File: config.mk
export PLATFORM = sky130hd
export DESIGN_NAME = slatch_bank
export DESIGN_NICKNAME = d
export VERILOG_FILES = /design/src/rtl/slatch_pkg.sv /design/src/rtl/slatch_ch.sv /design/src/rtl/slatch_bank.sv
export SDC_FILE = /design/constraint.sdc
export NUM_CORES = 1
export LEC_CHECK = 0
export CORE_MARGIN = 5
export CORE_UTILIZATION = 40
export CTS_BUF_LIST = sky130_fd_sc_hd__clkbuf_8 sky130_fd_sc_hd__clkbuf_16
export DETAILED_ROUTE_END_ITERATION = 7
export PLACE_DENSITY_LB_ADDON = 0.15
export SYNTH_ARGS = -nofsm -noshare
export SYNTH_HDL_FRONTEND = slang
export SYNTH_SLANG_ARGS = --single-unit
export TNS_END_PERCENT = 10
File: constraint.sdc
create_clock -name sys_clk -period 1.5 [get_ports sys_clk]
set_input_delay 0.225 -clock sys_clk [delete_from_list [all_inputs] [get_ports sys_clk]]
set_output_delay 0.225 -clock sys_clk [all_outputs]
set_load 0.02 [all_outputs]
File: src/rtl/slatch_pkg.sv
// Shared constants and helpers for the slatch_bank register bank.
package slatch_pkg;

  // Operating modes selected by the SHADOW parameter.
  localparam int SHADOW_DIRECT = 0;
  localparam int SHADOW_DOUBLE = 1;

  // Bit offset of channel ch inside a flattened CHANNELS*WIDTH bus.
  function automatic int slice_off(input int ch, input int width);
    return ch * width;
  endfunction

endpackage

File: src/rtl/slatch_ch.sv
// One channel of the register bank: active value, optional shadow copy,
// pending flag and the next-state rules for load / commit / abort.
module slatch_ch
  import slatch_pkg::*;
#(
  parameter int               WIDTH     = 16,
  parameter int               SHADOW    = SHADOW_DOUBLE,
  parameter logic [WIDTH-1:0] RESET_VAL = '0
) (
  input  logic             sys_clk,
  input  logic             reset,
  input  logic             ld,
  input  logic [WIDTH-1:0] d,
  input  logic             commit,
  input  logic             abort,
  output logic [WIDTH-1:0] q,
  output logic             pend,
  output logic             xfer
);

  logic [WIDTH-1:0] active_q;
  logic [WIDTH-1:0] shadow_q;
  logic             pend_q;
  logic             commit_eff;

  // Abort outranks commit; in direct mode neither strobe means anything.
  assign commit_eff = (SHADOW == SHADOW_DOUBLE) && commit && !abort;

  // Flags that this channel moves a value into active on the coming edge.
  always_comb begin
    xfer = 1'b0;
    if (!reset && commit_eff && (ld || pend_q))
      xfer = 1'b1;
  end

  // Active/shadow/pend update; a load coincident with commit bypasses the
  // shadow so the write lands in the same frame as the commit.
  always_ff @(posedge sys_clk) begin
    if (reset) begin
      active_q <= RESET_VAL;
      shadow_q <= RESET_VAL;
      pend_q   <= 1'b0;
    end else if (SHADOW == SHADOW_DIRECT) begin
      if (ld)
        active_q <= d;
      pend_q <= 1'b0;
    end else if (ld) begin
      shadow_q <= d;
      if (commit_eff) begin
        active_q <= d;
        pend_q   <= 1'b0;
      end else begin
        pend_q   <= 1'b1;
      end
    end else if (abort) begin
      // Shadow keeps its now-stale contents; only the pending mark is dropped.
      pend_q <= 1'b0;
    end else if (commit_eff && pend_q) begin
      active_q <= shadow_q;
      pend_q   <= 1'b0;
    end
  end

  assign q    = active_q;
  assign pend = pend_q;

endmodule

File: src/rtl/slatch_bank.sv
// Bank of CHANNELS independent WIDTH-bit control registers with optional
// double buffering, committed atomically at frame/line boundaries.
module slatch_bank
  import slatch_pkg::*;
#(
  parameter int               WIDTH     = 16,
  parameter int               CHANNELS  = 4,
  parameter int               SHADOW    = SHADOW_DOUBLE,
  parameter logic [WIDTH-1:0] RESET_VAL = '0
) (
  input  logic                      sys_clk,
  input  logic                      reset,
  input  logic [CHANNELS-1:0]       ld,
  input  logic [CHANNELS*WIDTH-1:0] d,
  input  logic                      commit,
  input  logic                      abort,
  output logic [CHANNELS*WIDTH-1:0] q,
  output logic [CHANNELS-1:0]       pend,
  output logic                      cmt_done
);

  logic [CHANNELS-1:0] xfer;
  logic                cmt_done_q;

  for (genvar i = 0; i < CHANNELS; i++) begin : g_ch
    localparam int OFF = slice_off(i, WIDTH);

    slatch_ch #(
      .WIDTH     (WIDTH),
      .SHADOW    (SHADOW),
      .RESET_VAL (RESET_VAL)
    ) u_ch (
      .sys_clk (sys_clk),
      .reset   (reset),
      .ld      (ld[i]),
      .d       (d[OFF +: WIDTH]),
      .commit  (commit),
      .abort   (abort),
      .q       (q[OFF +: WIDTH]),
      .pend    (pend[i]),
      .xfer    (xfer[i])
    );
  end

  // One-cycle pulse after any commit that actually moved a channel.
  always_ff @(posedge sys_clk) begin
    if (reset)
      cmt_done_q <= 1'b0;
    else
      cmt_done_q <= |xfer;
  end

  assign cmt_done = cmt_done_q;

endmodule

==> flow_summary.ini <==
[cells_and_area]
final_nets = 676
seq_area_um2 = 2663
drive_gt1_share_pct = 16.21
multiInputGateArea_um2 = 1954
n_antenna_cell = 0
fin_area_um2 = 7069
syn2layout_area_growth_pct = 43.44
postLayoutCoreUtil_pct = 58.61
fillers = 1066

[synth]
ys_types = 18
synth.avg_cell_area_um2 = 10.71
synth_nets = 532
yosys.area.top_type = dfxtp_1
ys_seq_area_share_pct = 54.02
synth_warnings = 0
synth_area_um2 = 4928
synthCells = 460
ys_seq_elements = 133
synth.area.top_cells = dfxtp_1 (54%), mux2i_1 (13%), a211oi_2 (7.6%)
synth_top_area_share_pct = 54.02

[sta]
finalSetupViolCount = 0
slew_violations = 0
setup-tns-final_ns = 0
rsz0062_at_grt = no
fin_skew_ns = 0.003820
fin_crit_ns = 1.366
hold_viol_final = 0
max_slew_margin_pct = 74.41
worstMarginPinSlew_ns = 0.3838
fmax_mhz = 732.0
fin_crit_sh_pct = 91.08

[clocking]
clockBufferDepth = 2
cts_buffers = 17
clk_latency_ns = 0.41
cts.sinks = 133
clock-root-buffer = clkbuf_16
cts_tree = built
htree_levels = 4
clk_pin_slew_ns = 0.05
cts_setup_buffers = 0

[floorplanning]
fp.dieW_um = 121
ios = 141
die_y_um = 121
dieArea_um2 = 14640
core_um2 = 12060
rows = 40
initial_core_util_pct = 40.86

[global_route]
overflow = 0
grt.total_usage_pct = 17.57
grt_pass1_vias = 4046
grt_max_degree = 47
grt_pass1_wl_um = 20290
grt_antenna_before_repair = 0

[worst_setup_path]
cp_num_buf_inv = 1
cp-end-kind = output port
cp-startpoint = g_ch[3].u_ch.pend
cp_max_fo = 3
r2r_start = g_ch[1].u_ch.pend
crit_chain = dlygate4sd2_1
path_class = flop to output port
startpoint_type = flop
slowest_stage = dlygate4sd2_1
required_ns = 1.27
path_delay_family = buffers and inverters
critPathMaxStageDelay_ns = 0.37
arrival_ns = 1.14

[placement]
gp_congestion = 0.8029
port_buffers = 140
placed_area_um2 = 6588
hpwlAfterDp_um = 8741

[pwr]
ir_drop_uv = 812.1
finalPower_uw = 8967
leakage_uw = 0.003079
power_density_nw_per_um2 = 1268

[run_status]
status = complete, no violations

[run]
cap_violations = 0

[route]
routedWlPerCell_um = 15.64
via_count = 3845
wl_um = 12280
drc = 0
drtIter0Drc = 258
vias_per_cell = 4.898
ant_nets = 0
firstDrtPassIters = 6

[worst_hold_path]
hp-start = reset
hp-class = input port to flop
==> state kept, by name, indices dropped and copies added (netlist names) <==
register / cells
g_ch.u_ch.pend: 4
g_ch.u_ch.q: 64
g_ch.u_ch.shadow_q: 64
cmt_done: 1
==> cells in the final DEF, fill, tap and decap left out, types with 3 or more instances in the layout <==
cell             count
dlygate4sd2_1       69
nor3_1               4
a211oi_1            34
inv_1                3
buf_4               30
a211oi_2            30
clkbuf_16           17
dfxtp_1            133
buf_12               7
clkdlybuf4s50_1     70
or2_1                4
a21oi_1             68
clkinv_2             8
nor2_1              64
mux2i_1             64
==> per-stage QoR <==
step	cells	hold slack, ns	setup WS (ns)
6_report	785	0.2186	0.1339
4_1_cts	785	0.1951	0.09859
3_5_place_dp	753	0.4772	-0.1623
3_3_place_gp	753	0.4711	-0.09318
5_1_grt	785	0.2104	0.07627
2_1_floorplan	460	0.3923	0.1231
==> worst paths after layout <==
path / cells past startpoint / endpoint / slack [ns]
max: 1 / pend[3] / 0.13
min: 2 / g_ch[2].u_ch.shadow_q[3] / 0.22
max reg2reg: 4 / g_ch[1].u_ch.q[3] / 0.20
min reg2reg: 2 / g_ch[0].u_ch.shadow_q[1] / 0.49
==> synth_stat cells <==
library cell    n
dfxtp_1       133
a21oi_1        68
mux2i_1        64
nor2_1         64
a211oi_1       34
a211oi_2       30
clkbuf_1       25
buf_6          13
buf_2           9
buf_4           4
nor3_1          4
or2_1           4
and2_1          2
and2_4          2
inv_1           1
nor2b_1         1
nor3b_1         1
nor4_1          1
==> per-layer routing <==
metal / wire length [um] / global-route usage [%] / vias up
met5: 0 / 0 / -
met4: 148 / 5.737 / 0
met3: 799 / 7.552 / 16
met2: 5949 / 28.13 / 105
met1: 5382 / 21.22 / 1806
li1: - / - / 1918
==> layout make-up <==
| cell class | count | share of cell area (%) |
|---|---|---|
| inverters | 1 | 0.05310 |
| flip-flops and latches | 133 | 37.66 |
| clock inverters | 13 | 1.628 |
| multi-input cells | 275 | 27.65 |
| clock buffers | 19 | 6.407 |
| well taps | 168 | 2.973 |
| repair buffers | 176 | 23.63 |
==> where the power goes <==
part	internal (uW)	switching, uW
Combinational	572	636
Clock	2490	1430
Sequential	3750	89.3
Total	6810	2150
==> kinds of logic (layout without fill, tap and decap cells) <==
family	Yosys count	after routing	share of synthesized area, %
DFF	133	133	54.02
AOI/OAI and AO/OA	132	132	19.70
and+or+nand+nor	79	79	6.804
muxes	64	64	13.00
buffers and inverters	52	209	6.474
==> repair_timing <==
action / in CTS / in global routing
hold buffers: 0 / 0
gates resized for setup: 69 / 0
setup endpoints to repair: 69 / 0
Note: power is estimated with default switching activity, not from simulation.
==> variant 1, RTL diff (same settings) <==
Reset style: asynchronous (`reset`), changed in 2 clocked blocks.
--- a/src/rtl/slatch_ch.sv
+++ b/src/rtl/slatch_ch.sv
@@ -37,3 +37,3 @@
   // shadow so the write lands in the same frame as the commit.
-  always_ff @(posedge sys_clk) begin
+  always_ff @(posedge sys_clk or posedge reset) begin
     if (reset) begin
--- a/src/rtl/slatch_bank.sv
+++ b/src/rtl/slatch_bank.sv
@@ -45,3 +45,3 @@
   // One-cycle pulse after any commit that actually moved a channel.
-  always_ff @(posedge sys_clk) begin
+  always_ff @(posedge sys_clk or posedge reset) begin
     if (reset)
Behaviour: differs if reset is asserted again (counterexample within 4 cycles, from zero or initial values and one cycle with reset high); with reset held inactive, the same outputs for 4 cycles.
==> variant 1 against the unedited design <==
The run now ends with setup timing left; clock skew up 0.0035 ns; final area up 7.0%; worst setup slack worse by 0.15 ns; utilization down 1.5 points; sequential cell count unchanged; worst hold slack better by 0.12 ns; wire length down 13%; first-iteration DRC count down 68%; area after synthesis up 9.3%; via count down 23%; highest routed layer unchanged.
Power is not compared: it rests on default switching activity, and its combinational part moved more than twofold at a synthesized area within 25%.
==> variant 1: results <==
{
  "setup_slack_ns": -0.0116,
  "cp.arrival_ns": 1.81,
  "first_pass_iters": 4,
  "grt_start_max_net_pins": 54,
  "drt_wl_total_um": 10700,
  "dr_total_vias": 2953,
  "run_status": "finished with violations",
  "inverters": 2,
  "grtUsageTotal": 0.143,
  "final_layout_size_suffix_gt1_frac": 0.392,
  "final-clk-cell-share": 0.0837,
  "crit_path_max_fanout": 16,
  "grt_pass1_wl_um": 17900,
  "gp_congestion": 0.739,
  "setup_viol": 6,
  "fin_skew_ns": 0.00734,
  "core_area_sq_mm": 0.0132,
  "ff_latch_area_sq_mm": 0.00333,
  "synth_ff_type": "dfrtp_1",
  "violations": "setup timing",
  "place_ws_ns": -0.367,
  "final_nets": 526,
  "fin_tns_setup_ns": -0.0335,
  "startpoint": "g_ch[0].u_ch.pend",
  "synthTopCellsByCount": "dfrtp_1, mux2_4, mux2_2, buf_6, a21oi_1",
  "placed_cell_area_sq_mm": 0.00700,
  "syn2layout_area_growth_pct": 40.4,
  "hold_class": "in2async",
  "buffers_excl_clock": 155,
  "synthArstFlopShare": 1.00,
  "cp-endpoint": "g_ch[0].u_ch.q[14]",
  "post-place-cells": 610,
  "whs_ns": 0.340,
  "grt_pass1_vias": 3438,
  "synth_cell_type_count": 13,
  "synth_cells": 297,
  "n_fill_cell": 1106,
  "dp_hpwl_um": 7530,
  "synth_area_leaders": "dfrtp_1, mux2_4, mux2_2, buf_6, buf_12",
  "relSlewSlack": 0.552,
  "ys_seq_area_frac": 0.618,
  "rr_worst_depth": 2,
  "syn-num-nets": 369
}
variant 1: routing by layer:
layer	global-route usage	share of wire	routed length, um
met3	0.0521	0.057	610
met5	0	0	0
met4	0.0568	0.012	134
met2	0.216	0.46	4980
met1	0.188	0.47	5000
variant 1: logic make-up after synthesis:
family	synth area share
buf+inv	0.0406
compound gates	0.0167
flops	0.618
simple gates	0.00743
mux	0.318
variant 1: what timing repair did:
item,CTS,global route
pin swaps,0,1
setup endpoints to repair,99,32
resized for setup,71,0
buffers inserted,0,1
gates cloned,0,0
variant 1: power breakdown:
| group | leakage, nW | total [mW] | switching [mW] | internal, mW |
|---|---|---|---|---|
| sequential | 1.56 | 4.49 | 0.297 | 4.19 |
| clock | 0.305 | 4.33 | 1.47 | 2.86 |
| combinational | 1.66 | 2.43 | 1.13 | 1.30 |
| total | 3.53 | 11.2 | 2.90 | 8.35 |
variant 1: critical path, cell delays in order (launching register included):
cell	delay, ns
dfrtp_2	0.44
o21ai_4	0.55
mux2_2	0.41
==> variant 2, RTL diff (config.mk and constraints unchanged) <==
Without the edit above. `WIDTH` is set to 16 in 2 places; all go to 18.
--- a/src/rtl/slatch_ch.sv
+++ b/src/rtl/slatch_ch.sv
@@ -5,3 +5,3 @@
 #(
-  parameter int               WIDTH     = 16,
+  parameter int               WIDTH     = 18,
   parameter int               SHADOW    = SHADOW_DOUBLE,
--- a/src/rtl/slatch_bank.sv
+++ b/src/rtl/slatch_bank.sv
@@ -5,3 +5,3 @@
 #(
-  parameter int               WIDTH     = 16,
+  parameter int               WIDTH     = 18,
   parameter int               CHANNELS  = 4,
Ports: changed (resized d and q); port bits go from 141 to 157. No check against the original RTL was run, so the function may have changed too.
==> variant 2 against the unedited design <==
Utilization down 0.81 points; final area up 9.1%; combinational power up 9%; area after synthesis up 11%; wire length up 11%; sequential cell count up 16; total power up 4.0%; clock power down 5.6%; worst setup slack better by 0.014 ns; critical endpoint is now pend[2]; largest power group is now registers.
==> variant 2: results <==
{
  "antenna_found_initial": 0,
  "cpLargestDelayFamily": "flip-flops",
  "ys_ff_latch": 149,
  "post_drt_wl_per_cell_um": 16.0,
  "synthTopCellsByCount": "dfxtp_1, a21oi_1, mux2i_1, nor2_1, a211oi_1",
  "synth_cell_type_count": 18,
  "syn-num-nets": 591,
  "hold_class": "in2reg",
  "n_fill_cell": 1197,
  "clk_path_buf_depth": 2,
  "first_pass_iters": 4,
  "gp_congestion": 0.763,
  "inverters": 1,
  "max-vdd-ir-drop_mv": 0.611,
  "final-clk-cell-share": 0.0675,
  "multi_input_gates": 307,
  "fin_skew_ns": 0.00298,
  "ys_seq_area_frac": 0.546,
  "buffers_excl_clock": 194,
  "ff_latch_area_sq_mm": 0.00298,
  "n_clock_buffer": 21,
  "yosys_warnings": 0,
  "synth_area_leaders": "dfxtp_1, mux2i_1, a211oi_2, a21oi_1, a211oi_1",
  "drt-initial-drc-count": 269,
  "yosysMostFrequentCell": "dfxtp_1",
  "power_leakage_nw": 3.37,
  "cpMaxStageDelayCell": "dfxtp_1",
  "final_nets": 750,
  "dp_hpwl_um": 9630,
  "grt_start_max_net_pins": 67,
  "grt_pass1_wl_um": 22300,
  "crit_path_max_fanout": 3,
  "rrSetupSlack_ns": 0.22,
  "dr_total_vias": 4264,
  "multi_input_area_sq_mm": 0.00216,
  "relSlewSlack": 0.794,
  "buf_share": 0.236,
  "clk_latency_ns": 0.41,
  "run_status": "complete, no violations",
  "cts_root_buffer": "clkbuf_16",
  "synth-edff-count": 0,
  "io_buffers": 156,
  "fp.dieW_um": 127,
  "placed_cell_area_sq_mm": 0.00729,
  "grtUsageTotal": 0.172,
  "final_layout_size_suffix_gt1_frac": 0.142
}
[variant 2: cells by family (layout without fill, tap and decap cells)]
family / Yosys count / count (layout) / synth area share
and+or+nand+nor: 87 / 87 / 0.0659
DFF: 149 / 149 / 0.546
AOI/OAI and AO/OA: 148 / 148 / 0.197
muxes: 72 / 72 / 0.132
buffers and inverters: 55 / 225 / 0.0600
[variant 2: power breakdown]
group          internal [mW]  leakage (nW)  switching (mW)  total [mW]
logic                  0.620          1.86           0.704        1.32
registers               4.20          1.23          0.0986        4.30
clock network           2.23         0.279            1.47        3.70
total                   7.05          3.37            2.28        9.33
[variant 2: final timing paths]
path,cells after the start,startpoint,to
hold / removal,3,reset,g_ch[3].u_ch.q[14]
setup reg to reg,4,g_ch[0].u_ch.pend,g_ch[0].u_ch.q[13]
setup / recovery,1,g_ch[2].u_ch.pend,pend[2]
hold reg to reg,2,g_ch[1].u_ch.shadow_q[17],g_ch[1].u_ch.shadow_q[17]
[variant 2: metal layers]
metal	vias up	track usage	wire, um
met5	-	0	0
met4	0	0.0587	244
met3	19	0.0572	922
met2	120	0.264	6280
met1	1995	0.228	6240
li1	2130	-	-
[variant 2: metrics by stage]
stage / worst slack (ns) / util / cells / hold WS (ns) / power (mW)
2_1_floorplan: 0.297 / - / 511 / 0.392 / 5.15
3_3_place_gp: -0.0992 / 0.546 / 827 / 0.469 / 5.78
3_5_place_dp: -0.168 / 0.546 / 827 / 0.480 / 5.81
4_1_cts: 0.128 / 0.578 / 857 / 0.288 / 9.45
5_1_grt: 0.0853 / 0.578 / 857 / 0.318 / 9.75
6_report: 0.148 / 0.578 / 857 / 0.306 / 9.33
[variant 2: what timing repair did]
action	in CTS	in global routing
hold buffers	0	0
gates resized for setup	77	0
endpoints found under the setup margin	77	0
buffers inserted	0	0
